$ cat src/rtl/uart_rx_os.sv
`default_nettype none
// ============================================================================
// Module   : uart_rx_os
// Brief    : Oversampling UART receiver with 3-sample majority vote, optional
//            parity, 1/2 stop bits, ready/valid holding register and errors.
// Revision : 1.0 - initial release
// ============================================================================
module uart_rx_os #(
    parameter int DATA_WIDTH  = 8,
    parameter int OVERSAMPLE  = 16,
    parameter int PARITY_MODE = 0,
    parameter int STOP_BITS   = 1
) (
    input  logic                  uart_clk,
    input  logic                  rst_n,
    input  logic                  rx_in,
    output logic [DATA_WIDTH-1:0] rx_data,
    output logic                  rx_valid,
    input  logic                  rx_ready,
    output logic                  parity_err,
    output logic                  frame_err,
    output logic                  overrun_err,
    output logic                  busy
);

    localparam int c_cnt_w = $clog2(OVERSAMPLE);
    localparam int c_idx_w = $clog2(DATA_WIDTH);

    localparam logic [c_cnt_w-1:0] c_mid      = c_cnt_w'(OVERSAMPLE / 2);
    localparam logic [c_cnt_w-1:0] c_mid_m1   = c_cnt_w'(OVERSAMPLE / 2 - 1);
    localparam logic [c_cnt_w-1:0] c_mid_m2   = c_cnt_w'(OVERSAMPLE / 2 - 2);
    localparam logic [c_cnt_w-1:0] c_last_cnt = c_cnt_w'(OVERSAMPLE - 1);
    localparam logic [c_cnt_w-1:0] c_one      = c_cnt_w'(1);
    localparam logic [c_idx_w-1:0] c_last_bit = c_idx_w'(DATA_WIDTH - 1);
    localparam logic               c_last_stop = 1'(STOP_BITS - 1);

    typedef enum logic [2:0] {
        S_IDLE      = 3'd0,
        S_START     = 3'd1,
        S_DATA      = 3'd2,
        S_PARITY    = 3'd3,
        S_STOP      = 3'd4,
        S_WAIT_IDLE = 3'd5
    } state_t;

    state_t                r_state;
    logic                  r_rx_meta;
    logic                  r_rx_s;
    logic [c_cnt_w-1:0]    r_cnt;
    logic [c_idx_w-1:0]    r_bit_idx;
    logic                  r_stop_idx;
    logic                  r_v0;
    logic                  r_v1;
    logic [DATA_WIDTH-1:0] r_shift;
    logic                  r_par_err;
    logic                  r_frm_err;
    logic [DATA_WIDTH-1:0] r_data;
    logic                  r_valid;
    logic                  r_perr_q;
    logic                  r_ferr_q;
    logic                  r_ovr;

    logic w_vote;
    logic w_at_mid;
    logic w_accept;
    logic w_par_exp;
    logic w_frm_final;

    // Third vote sample is the live synchronised line in the MID cycle itself
    assign w_vote      = (r_v0 & r_v1) | (r_v0 & r_rx_s) | (r_v1 & r_rx_s);
    assign w_at_mid    = (r_cnt == c_mid);
    assign w_accept    = r_valid & rx_ready;
    assign w_par_exp   = (PARITY_MODE == 1) ? ~(^r_shift) : (^r_shift);
    assign w_frm_final = r_frm_err | ~w_vote;

    always_ff @(posedge uart_clk) begin
        if (!rst_n) begin
            r_rx_meta  <= 1'b1;
            r_rx_s     <= 1'b1;
            r_state    <= S_IDLE;
            r_cnt      <= '0;
            r_bit_idx  <= '0;
            r_stop_idx <= 1'b0;
            r_v0       <= 1'b1;
            r_v1       <= 1'b1;
            r_shift    <= '0;
            r_par_err  <= 1'b0;
            r_frm_err  <= 1'b0;
            r_data     <= '0;
            r_valid    <= 1'b0;
            r_perr_q   <= 1'b0;
            r_ferr_q   <= 1'b0;
            r_ovr      <= 1'b0;
        end else begin
            r_rx_meta <= rx_in;
            r_rx_s    <= r_rx_meta;
            r_ovr     <= 1'b0;

            if (w_accept) begin
                r_valid <= 1'b0;
            end
            if (r_cnt == c_mid_m2) begin
                r_v0 <= r_rx_s;
            end
            if (r_cnt == c_mid_m1) begin
                r_v1 <= r_rx_s;
            end
            if (r_state != S_IDLE && r_state != S_WAIT_IDLE) begin
                r_cnt <= (r_cnt == c_last_cnt) ? '0 : r_cnt + 1'b1;
            end

            case (r_state)
                S_IDLE: begin
                    // Detection cycle counts as sample 0 of the start bit
                    if (!r_rx_s) begin
                        r_state <= S_START;
                        r_cnt   <= c_one;
                    end
                end
                S_START: begin
                    if (w_at_mid) begin
                        if (w_vote) begin
                            r_state <= S_IDLE;
                            r_cnt   <= '0;
                        end else begin
                            r_state   <= S_DATA;
                            r_bit_idx <= '0;
                            r_par_err <= 1'b0;
                            r_frm_err <= 1'b0;
                        end
                    end
                end
                S_DATA: begin
                    if (w_at_mid) begin
                        r_shift[r_bit_idx] <= w_vote;
                        if (r_bit_idx == c_last_bit) begin
                            r_stop_idx <= 1'b0;
                            r_state    <= (PARITY_MODE != 0) ? S_PARITY : S_STOP;
                        end else begin
                            r_bit_idx <= r_bit_idx + 1'b1;
                        end
                    end
                end
                S_PARITY: begin
                    if (w_at_mid) begin
                        r_par_err  <= (w_vote != w_par_exp);
                        r_stop_idx <= 1'b0;
                        r_state    <= S_STOP;
                    end
                end
                S_STOP: begin
                    if (w_at_mid) begin
                        r_frm_err <= w_frm_final;
                        if (r_stop_idx == c_last_stop) begin
                            // Commit beats the accept-clear above when both happen
                            if (!r_valid || w_accept) begin
                                r_data   <= r_shift;
                                r_perr_q <= r_par_err;
                                r_ferr_q <= w_frm_final;
                                r_valid  <= 1'b1;
                            end else begin
                                r_ovr <= 1'b1;
                            end
                            r_cnt   <= '0;
                            r_state <= w_vote ? S_IDLE : S_WAIT_IDLE;
                        end else begin
                            r_stop_idx <= 1'b1;
                        end
                    end
                end
                S_WAIT_IDLE: begin
                    if (r_rx_s) begin
                        r_state <= S_IDLE;
                    end
                end
                default: begin
                    r_state <= S_IDLE;
                    r_cnt   <= '0;
                end
            endcase
        end
    end

    assign rx_data     = r_data;
    assign rx_valid    = r_valid;
    assign parity_err  = r_perr_q;
    assign frame_err   = r_ferr_q;
    assign overrun_err = r_ovr;
    assign busy        = (r_state != S_IDLE);

endmodule
`default_nettype wire

$ cat config.mk
export PLATFORM = sky130hd
export DESIGN_NAME = uart_rx_os
export DESIGN_NICKNAME = d
export VERILOG_FILES = /design/src/rtl/uart_rx_os.sv
export SDC_FILE = /design/constraint.sdc
export NUM_CORES = 1
export LEC_CHECK = 0
export BUFFER_PORTS_ARGS = -buffer_cell sky130_fd_sc_hd__buf_4
export CORE_MARGIN = 5
export CORE_UTILIZATION = 49
export DETAILED_ROUTE_END_ITERATION = 10
export PLACE_DENSITY = 0.68
export SLEW_MARGIN = 20
export SYNTH_ARGS = -nofsm -noshare
export SYNTH_HDL_FRONTEND = slang
export SYNTH_SLANG_ARGS = --single-unit
$ cat constraint.sdc
create_clock -name uart_clk -period 2.3 [get_ports uart_clk]
set_clock_uncertainty 0.2 [all_clocks]
set_input_delay 0.46 -clock uart_clk [delete_from_list [all_inputs] [get_ports uart_clk]]
set_output_delay 0.46 -clock uart_clk [all_outputs]
set_load 0.03 [all_outputs]
After elaboration in Yosys (flattened, before gate mapping). Cells that the tools add are included. Widths: inputs -> output; s select.

Flip-flop bits (word level): 37. Input bits: 4. Output and inout bits: 13. Logic and storage cells: 119.

$add $sub $neg: 2. Order comparisons: 2. Equal/unequal tests: 22. Mux-type cells: 45. Bitwise gates (word level): 12. Reduce and logical (&&, ||, !) cells: 20.

Operator list (count): $mux 3 (13); $mux 4 (7); $ne 2x2->1 const B (10); $pmux 3 s6 (1); $mux 1 (16); $pmux 4 s4 (1); $reduce_and 4->1 (3); $reduce_and 5->1 (2); $eq 3x3->1 const B (3); $bwmux 8 (1); $eq 4x3->1 const B (2); $eq 4x4->1 const B (2); $reduce_and 8->1 (1); $reduce_xor 8->1 (1); $eq 3x2->1 const B (2); $pmux 3 s2 (1); $reduce_bool 2->1 (3); $reduce_bool 3->1 (2); $not 1->1 (5); $add 4x1->4 const B (1); $and 1x1->1 (4); $lt 3x4->1 const B (1); $pmux 1 s2 (2); $reduce_or 4->1 (1); 15 further kinds (18).

Depth between registers and ports, before layout.
Word-level depth: 7. Gate-level depth with buffers: 7. Depth with buffers taken out: 6.

Least setup slack after synthesis. No wires, ideal clock.

Path kind: flip-flop to flip-flop. From: register r_cnt[0]. To: register r_perr_q (netlist: parity_err). Library setup time: 0.128 ns. Arrival time: 1.449 ns. Data required time: 1.972 ns. Slack: 0.523 ns. Stages on the path, launching flop included: 8. Path buffers: 1. Clock period less this slack: 1.777 ns. Cell sequence: dfxtp_1 inv_1 ha_1 and3b_1 nand4_1 buf_2 mux2i_1 nor2_1.

Word-level cells in the longest chain between the ends: 2.

Ends and longest elaborated chain: from (decl) (line 49) `logic [c_cnt_w-1:0] r_cnt;`; from (signal assigned) (line 109) `r_cnt <= (r_cnt == c_last_cnt) ? '0 : r_cnt + 1'b1;`; from (signal assigned) (line 117) `r_cnt <= c_one;`; $eq 4x4->1 (line 71) `assign w_at_mid = (r_cnt == c_mid);`; $reduce_and 4->1 (no line); to (signal assigned) (line 158) `r_perr_q <= r_par_err;`; to (decl) (line 59) `logic r_perr_q;`.

No other way between the ends. A chain may end at the register's enable or synchronous reset.

Worst setup path in the final report.
From: register r_state[1]. To: output busy.

Word-level cells in the longest chain between the ends: 1.

Ends and longest elaborated chain: from (decl) (line 46) `state_t r_state;`; from (signal assigned) (line 138) `r_state <= (PARITY_MODE != 0) ? S_PARITY : S_STOP;`; from (signal assigned) (line 165) `r_state <= w_vote ? S_IDLE : S_WAIT_IDLE;`; $reduce_bool 3->1 (line 189) `assign busy = (r_state != S_IDLE);`; to (decl) (line 23) `output logic busy`.

No other way between the ends.

==> flow_metrics.tcl <==
set metrics [dict create \
    hold-path-endpoint "r_rx_meta" \
    clk_pin_slew_worst_paths_ns 0.07 \
    placed_area_um2 1947 \
    power_leakage_nw 0.9197 \
    h-tree-depth 2 \
    synth_top_area_share_pct 40.28 \
    track_usage_pct 16.05 \
    ir_drop_mv 0.4455 \
    finalSetupViolations 0 \
    cp.required_ns 1.64 \
    r2r_end "r_cnt[2]" \
    synth-edff-count 0 \
    p_per_area_nw_per_um2 591.8 \
    dieHeight_um 70.43 \
    drc 0 \
    slowest_stage "dfxtp_1" \
    stdcell_count 266 \
    yosys_most_used_dff "dfxtp_1" \
    drive_above_1_share_pct 14.22 \
    ctsResizeCount 0 \
    syn_inst 201 \
    first_pass_iters 4 \
    fill_cells 333 \
    pin_count 17 \
    end_kind "primary output" \
    rr_startpoint "r_cnt[0]" \
    globalplace.congestion 0.8957 \
    outcome "finished clean" \
    path_max_fanout 15 \
    slew-limit-headroom_pct 57.38 \
    cts_root_buf "clkbuf_8" \
    start_kind "flip-flop" \
    synth_seq_area_share_pct 40.28 \
    tns_ns 0 \
    post-route-min-period_ns 2.143 \
    antenna_cells 0 \
    fmax_ghz 0.4666 \
    drv_slew 0 \
    antenna_found_initial 0 \
    first_iter_violations 82 \
    grt_first_pass_wirelength_mm 6.417 \
    clock_latency_ns 0.29 \
    yosys_warnings 0 \
    grt_setup_unrepaired "no" \
    cp.arrival_ns 1.48 \
    wire_per_inst_um 13.74 \
    cts.path.max_buffers 2 \
    core_area_um2 3606 \
    synth.distinct_cells 39 \
    hpwl_mm 2.611 \
    cts_sinks 36 \
    first_global_vias 1447 \
    hp-class "input port to flip-flop" \
    crit_path_cell_trace "nor2_1 -> nand2_1 -> buf_4" \
    hold_depth 2 \
    hold_violations 0 \
    finalPower_mw 1.216 \
    worst_slew_pin_slew_ns 0.6385 \
    period_share_pct 93.18 \
    finalInstanceArea_um2 2054 \
    port_buffers 16 \
    async_flop_share_pct 0 \
    synth-seq-cells 36 \
    cts_tree "built" \
    dieArea_um2 4960 \
    dp.cells 258 \
    fp-row-count 22 \
    slowest_delay_ns 0.45 \
    via_per_inst 5.485 \
    hold_buffers 0 \
    area_growth_pct 14.83 \
    start_util_pct 49.62 \
    hp-start "rx_in" \
    grt_start_max_net_pins 22 \
    avgSynthCellArea_um2 8.902 \
    synth_top_area_cell "dfxtp_1" \
    utilization_pct 56.97 \
    grt.overflow.total 0 \
    die_w_um 70.43 \
    synth_area_leaders "dfxtp_1 40%, mux2i_1 12%, nor2_1 5.2%" \
    timing_worst_setup_path_type "flip-flop to primary output" \
    syn_nets 210 \
    r2r_cells 6 \
    maxCapViolCount 0 \
    drt-total-wl_mm 3.654 \
    post-cts-setup-buffer-count 0 \
    ant_nets 0 \
    vias 1459 \
    cts_buffers 5 \
    syn-cell-area_um2 1789 \
    fin_nets 226 \
    rrSetupSlack_ns 0.37 \
]
per-layer routing:
metal | wire, µm | vias to the layer above | global-route usage (%) | share of wire [%]
met4 | 76 | 0 | 6.596 | 2.1
met3 | 116 | 7 | 4.748 | 3.2
met5 | 0 | - | 0 | 0
met1 | 1634 | 691 | 17.91 | 45
li1 | - | 737 | - | -
met2 | 1827 | 24 | 28.17 | 50
worst max-delay path by stage:
stage / start / endpoint / slack, ns
3_3_place_gp: r_cnt[0] / r_frm_err / 0.45
4_1_cts: r_state[1] / busy / 0.17
3_5_place_dp: r_cnt[0] / r_cnt[2] / 0.39
2_1_floorplan: r_cnt[0] / parity_err / 0.52
5_1_grt: r_state[1] / busy / 0.02
6_report: r_state[1] / busy / 0.16
worst max-delay path: cells and delay by family, from the launching register on:
family,cells,cell delay (ns)
AND/OR/NAND/NOR,2,0.55
buffers and inverters,1,0.19
flip-flops,1,0.45
sequential cells by signal (all words and copies together), names as in the netlist, 3 cells and up:
signal and cells:
rx_data 8, r_cnt 4, r_state 3, r_bit_idx 3, r_shift 8
cell type report:
cell class	count	area [µm²]	share of cell area (%)
Clock inverter	2	35.03	1.705
Sequential cell	36	720.7	35.08
Tap cell	48	60.06	2.923
Multi-Input combinational cell	148	997.2	48.54
Timing Repair Buffer	19	142.6	6.943
Clock buffer	6	72.57	3.532
Inverter	7	26.28	1.279
cells in the final DEF, fill, tap and decap left out, drive strengths merged, types with 2 or more instances in the layout:
cell    count
ha          5
a21oi       8
buf        19
nor4        3
dfxtp      36
nor2       25
inv         7
a32oi       2
nor2b       4
mux2i      22
clkbuf      6
nand3       5
nor3        6
nand2      16
xnor2       6
a31oi       2
xor2        2
nand4       7
nand2b     10
o21ai       8
cell families (layout without fill, tap and decap cells):
group,after synthesis,in the layout,synth area share (%)
compound gates,29,29,10.63
xor+xnor,9,9,5.595
fa+ha+maj,6,6,4.126
buf+inv,17,34,3.986
flops,36,36,40.28
mux,22,22,12.31
simple gates,82,82,23.08
report_power, final:
group          total, mW  internal, mW  leakage (nW)  switching (mW)
Clock              0.536         0.321        0.0552           0.215
Combinational     0.0466        0.0174         0.574          0.0293
Sequential         0.633         0.627         0.291         0.00583
cell usage after synthesis (all sizes together), types with 2 or more instances:
| cell type | number |
|---|---|
| nand4 | 7 |
| o21ai | 8 |
| a31oi | 2 |
| dfxtp | 36 |
| nand2b | 10 |
| nor4 | 3 |
| xnor2 | 6 |
| nor3 | 6 |
| clkbuf | 4 |
| nand3 | 5 |
| ha | 5 |
| nand2 | 16 |
| xor2 | 2 |
| nor2b | 4 |
| buf | 6 |
| a32oi | 2 |
| nor2 | 25 |
| mux2i | 22 |
| a21oi | 8 |
| inv | 7 |
metrics by stage:
step | worst slack, ns | hold slack [ns]
5_1_grt | 0.02280 | 0.1561
6_report | 0.1570 | 0.1560
2_1_floorplan | 0.5230 | 0.1863
3_5_place_dp | 0.3938 | 0.1909
3_3_place_gp | 0.4456 | 0.1891
4_1_cts | 0.1734 | 0.1461
No activity file was read; power rests on OpenSTA's default activity.
